## src/rtl/register_pkg.sv

```systemverilog
// Shared defaults and the data-word type for the register block.
package register_pkg;

  localparam int          DEFAULT_WIDTH       = 32;
  // Held at the widest legal width so any WIDTH can take a slice of it.
  localparam logic [63:0] DEFAULT_RESET_VALUE = 64'h0;

  typedef logic [DEFAULT_WIDTH-1:0] word_t;

endpackage

```

## src/rtl/register_parity_gen.sv

```systemverilog
// Even-parity generator: XOR reduction of a WIDTH-bit word, purely combinational.
module register_parity_gen #(
  parameter int WIDTH = 32
) (
  input  logic [WIDTH-1:0] data,
  output logic             parity
);

  // Reduction XOR gives 1 when the word holds an odd number of ones.
  always_comb begin
    parity = ^data;
  end

endmodule

```

## src/rtl/register.sv

```systemverilog
// Loadable WIDTH-bit register with asynchronous active-high reset.
// Optional feature: define REGISTER_PARITY_EN to add a registered
// data_parity output that tracks the parity of the stored word.
module register
  import register_pkg::*;
#(
  parameter int               WIDTH       = DEFAULT_WIDTH,
  parameter logic [WIDTH-1:0] RESET_VALUE = DEFAULT_RESET_VALUE[WIDTH-1:0]
) (
  input  logic             clock,
  input  logic             reset,
  input  logic             r_enable,
  input  logic [WIDTH-1:0] data_in,
  output logic [WIDTH-1:0] data_out
`ifdef REGISTER_PARITY_EN
  ,
  output logic             data_parity
`endif
);

  // Stored word: reset wins over a load, otherwise load on enable or hold.
  always_ff @(posedge clock or posedge reset) begin
    if (reset) begin
      data_out <= RESET_VALUE;
    end else if (r_enable) begin
      data_out <= data_in;
    end
  end

`ifdef REGISTER_PARITY_EN
  logic parity_next;

  // Parity of the incoming word is computed ahead of the flop so that the
  // parity bit and the data word update on the same edge.
  register_parity_gen #(
    .WIDTH (WIDTH)
  ) u_parity_gen (
    .data   (data_in),
    .parity (parity_next)
  );

  // Parity flop shares the data word's reset and enable behaviour.
  always_ff @(posedge clock or posedge reset) begin
    if (reset) begin
      data_parity <= ^RESET_VALUE;
    end else if (r_enable) begin
      data_parity <= parity_next;
    end
  end
`endif

endmodule

```

## config.mk

```make
export PLATFORM = sky130hd
export DESIGN_NAME = register
export DESIGN_NICKNAME = d
export VERILOG_FILES = /design/src/rtl/register_pkg.sv /design/src/rtl/register_parity_gen.sv /design/src/rtl/register.sv
export SDC_FILE = /design/constraint.sdc
export NUM_CORES = 1
export LEC_CHECK = 0
export CORE_ASPECT_RATIO = 0.75
export CORE_UTILIZATION = 45
export DETAILED_ROUTE_END_ITERATION = 8
export DONT_BUFFER_PORTS = 1
export SLEW_MARGIN = 10
export SYNTH_ARGS = -nofsm -noshare
export SYNTH_HDL_FRONTEND = slang
export SYNTH_HIERARCHICAL = 1
export SYNTH_SLANG_ARGS = --single-unit
```

## constraint.sdc

```tcl
create_clock -name clock -period 2.17 [get_ports clock]
set_clock_uncertainty 0.2 [all_clocks]
set_input_delay 0.434 -clock clock [delete_from_list [all_inputs] [get_ports clock]]
set_output_delay 0.434 -clock clock [all_outputs]
set_load 0.01 [all_outputs]
```

==> results.tsv, run 1 <==
metric	value	unit
fin_nets	109	
cp.arrival	1.66	ns
vias	559	
grt_usage	13.1	%
final_common_cell	dfrtp_1	
instances_no_fill	111	
worstHoldPathType	in2reg	
die-area	3220	um^2
dp.cells	102	
setup_violations	0	
path_clk_slew	0.06	ns
viasPerCell	5.04	
drc_errors	0	
numPortBuffers	0	
regMostFlops	data_out	
setup_ws	0.786	ns
hpwl	1350	um
drt-pass1-iter-count	2	
worstSkewPairLatency	0.27	ns
ios	67	
detail_route.wl_per_cell	17.4	um
yosysTopAreaCell	dfrtp_1	
tightestPinTransition	0.607	ns
grt_max_degree	33	
slew_viol_final	0	
cts_sinks	32	
grt_pass1_wl	2960	um
ys_types	6	
finalHoldViolations	0	
diodes	0	
dpl_worst_slack	1.01	ns
drv_cap	0	
fin_crit	1.38	ns
end_kind	asynchronous set/reset pin	
gp_congestion	0.534	
syn_to_final_growth	6.96	%
clockBufferDepth	2	
rsz0062_at_grt	false	
ys_warn_count	6	
yosys-top-cells-area	dfrtp_1, mux2_4, buf_12, mux2_2, buf_6	
critical_path.startpoint_type	input pin	
tns	0	ns
synth_top_area_share	59.4	%
core_area	2720	um^2
cts_tree	done	
path_max_fanout	17	
die_w	65.2	um
ctsResizeCount	0	
cp.required	2.45	ns
synth_area	1350	um^2
slew_headroom	59.5	%
reg_top3	data_out (32)	
start_util	49.5	%
fin_crit_sh	63.8	%
grt-ovfl-total	0	
synth_seq_area_share	59.4	%
htreeDepth	2	
initialDrtViolationCount	1	
dieHeight	49.4	um
numCtsBuffers	5	
antenna_found_initial	0	
ir_drop	0.500	mV
synthesis.nets	104	
netlist_instances	69	
cellLeakagePower	0.693	nW
synth_seq_cells	32	
cts-root-buf	clkbuf_8	
drtAntennaViolNets	0	
grt_pass1_vias	584	
post_cts.repair.setup_buffers	0	
wirelength	1930	um
powerDensity	889	nW/um^2
layout_common_cells	dfrtp_1, mux2_4, clkbuf_8	
fmax	0.722	GHz
fp-row-count	16	
status	complete, no violations	
power	1.28	mW
critPathKind	in2async	
hold_slack	0.109	ns
largest_register_ffs	32	
drive_above_1_share	52.0	%
syn_area_per_cell	19.5	um^2
## power breakdown
part / internal [mW] / switching (mW) / leakage (nW)
sequential: 0.657 / 0.0712 / 0.374
combinational: 0.0911 / 0.0264 / 0.273
clock: 0.258 / 0.178 / 0.0455
total: 1.01 / 0.276 / 0.693
## per-stage QoR
step	cell area, um^2	util (%)
floorplan	1350	-
global placement	1340	49.3
detailed placement	1340	49.3
CTS	1440	53.0
global route	1440	53.0
finish	1440	53.0
## worst max-delay path, stage by stage
cell and delay [ns]:
dlygate4sd3_1 0.53, inv_1 0.45, buf_12 0.23
## synthesized netlist by cell type (all sizes together)
library cell and count:
dfrtp 32, mux2 32, buf 4, inv 1
## timing repair
action	in CTS	in global routing
endpoints found under the hold margin	15	0
setup endpoints to repair	0	0
hold buffers	1	0
## worst paths after layout
path,start,slack [ns],to,depth (start not counted)
max,reset,0.79,data_out[30],3
min reg2reg,data_out[25],0.38,data_out[25],1
min in group asynchronous,reset,0.49,data_out[22],2
max reg2reg,data_out[4],1.15,data_out[4],1
max in group clock,data_out[29],0.84,data_out[29],0
min,data_in[23],0.11,data_out[23],1
## metal layers
layer,track usage (%),up-vias,wire length (um)
met5,0,-,0
met3,6.54,2,238
met1,15.9,275,811
met2,18.6,38,870
li1,-,244,-
met4,7.61,0,13
## cell type report
| class | count | area (um^2) |
|---|---|---|
| well taps | 36 | 45.0 |
| clock buffers | 8 | 90.1 |
| multi-input cells | 32 | 473 |
| fillers | 234 | 1280 |
| repair buffers | 2 | 30.0 |
| inverters | 1 | 3.75 |
| flip-flops and latches | 32 | 801 |
## cells by family (layout without fill, tap and decap cells)
group	after synthesis	count (layout)	synth area share, %
flops	32	32	59.4
buf+inv	5	11	5.57
mux	32	32	35.1
Power figures use the tool's default switching activity.
==> inputs of run 2 (changes only) <==
==> constraint.sdc (replaced) <==
create_clock -name clock -period 1.4 [get_ports clock]
set_clock_uncertainty 0.2 [all_clocks]
set_input_delay 0.28 -clock clock [delete_from_list [all_inputs] [get_ports clock]]
set_output_delay 0.28 -clock clock [all_outputs]
set_load 0.01 [all_outputs]
==> results.tsv, run 2 (synthesized netlist as in run 1, its figures left out) <==
metric	value	unit	change
cts-root-buf	clkbuf_8		
setup_ws	0.212	ns	-0.573 ns
setup_violations	0		unchanged
fp-row-count	16		unchanged
tns	0	ns	unchanged
holdPathStages	1		unchanged
cp.arrival	0.71	ns	-0.95 ns
die-area	3220	um^2	unchanged
final_common_cell	dlygate4sd3_1		
grt_pass1_vias	832		+42%
grt_max_degree	33		unchanged
grt-ovfl-total	0		unchanged
grt_pass1_wl	3970	um	+34%
cp.required	0.92	ns	-1.53 ns
fin_crit_sh	84.8	%	
drt-pass1-iter-count	3		+1
ir_drop	1.22	mV	+140%
largest_register_ffs	32		unchanged
drive_above_1_share	38.9	%	-13 points
fmax	0.842	GHz	
slew_viol_final	0		unchanged
layout_common_cells	dlygate4sd3_1, dfrtp_1, mux2_4		
core_area	2720	um^2	unchanged
fin_nets	142		+30%
cellLeakagePower	0.846	nW	+22%
worstSkewPairLatency	0.28	ns	about the same
clockBufferDepth	2		unchanged
antenna_found_initial	0		unchanged
diodes	0		unchanged
path_max_fanout	2		-15
end_kind	primary output		
fillCellCount	197		-16%
syn_to_final_growth	33.0	%	
reg2reg_depth	1		unchanged
ctsResizeCount	0		unchanged
path_clk_slew	0.07	ns	about the same
numPortBuffers	0		unchanged
viasPerCell	4.95		-1.7%
htreeDepth	2		unchanged
regMostFlops	data_out		
hpwl	1310	um	-3.5%
status	finished with violations		
detail_route.wl_per_cell	17.6	um	+0.93%
critical_path.startpoint_type	register		
reg_top3	data_out (32)		
ios	67		unchanged
dieHeight	49.4	um	unchanged
rsz0062_at_grt	false		
cp.depth	0		-3
worstHoldPathType	in2reg		
numCtsBuffers	5		unchanged
cts_sinks	32		unchanged
finalHoldViolations	32		+32
powerDensity	1300	nW/um^2	+46%
start_util	49.5	%	unchanged
dpl_worst_slack	0.387	ns	-0.626 ns
drtAntennaViolNets	0		unchanged
drv_cap	0		unchanged
vias	713		+28%
ctsHoldBuffers	33		+32
post_cts.repair.setup_buffers	0		unchanged
tightestPinTransition	0.210	ns	-0.397 ns
fin_crit	1.19	ns	
critPathKind	reg2out		
hold_slack	-0.0405	ns	-0.150 ns
wirelength	2530	um	+31%
drc_errors	0		unchanged
cts_tree	done		
initialDrtViolationCount	57		+56
die_w	65.2	um	unchanged
grt_usage	17.6	%	+4.5 points
slew_headroom	86.0	%	+26 points
failed_checks	hold timing		
gp_congestion	0.544		+1.9%
[run 2: changes by cell type in the layout (fill, tap and decap cells not counted), sizes merged]
cell	delta
clkbuf	-1
buf	+1
bufinv	+1
dlygate4sd3	+32
[run 2: cell type report]
cell class / instances / area, um^2 / share of cell area [%]
flip-flops and latches: 32 / 801 / 44.6
multi-input cells: 32 / 473 / 26.4
repair buffers: 35 / 345 / 19.2
clock buffers: 7 / 96.3 / 5.37
well taps: 36 / 45.0 / 2.51
clock inverters: 1 / 30.0 / 1.67
inverters: 1 / 3.75 / 0.209
[run 2: worst paths after layout]
kind | startpoint | end | slack (ns)
worst max-delay path | data_out[1] | data_out[1] | 0.21
worst min-delay path | r_enable | data_out[17] | -0.04
worst max register to register | data_out[25] | data_out[25] | 0.37
worst min register to register | data_out[24] | data_out[24] | 0.38
max in group asynchronous | reset | data_out[8] | 0.53
min in group asynchronous | reset | data_out[0] | 0.27
[run 2: routing by layer]
metal  vias up  track usage, %  wire length (um)
li1        310               -                 -
met1       352            19.8              1040
met2        42            27.0              1220
met3         9            8.18               203
met4         0            10.5                71
met5         -               0                 0
[run 2: power by group]
part	switching (mW)	leakage [nW]	internal (mW)	total (mW)
clock	0.321	0.0645	0.627	0.948
sequential	0.111	0.374	1.02	1.13
combinational	0.0585	0.407	0.199	0.257
total	0.491	0.846	1.84	2.33
[run 2: metrics by stage]
stage,power (mW),utilization (%),cell area (um^2),instances
finish,2.33,65.9,1790,144
global route,2.43,65.9,1790,144
CTS,2.35,65.9,1790,144
detailed placement,1.33,49.1,1340,103
global placement,1.32,49.1,1340,103
floorplan,1.33,-,1350,69
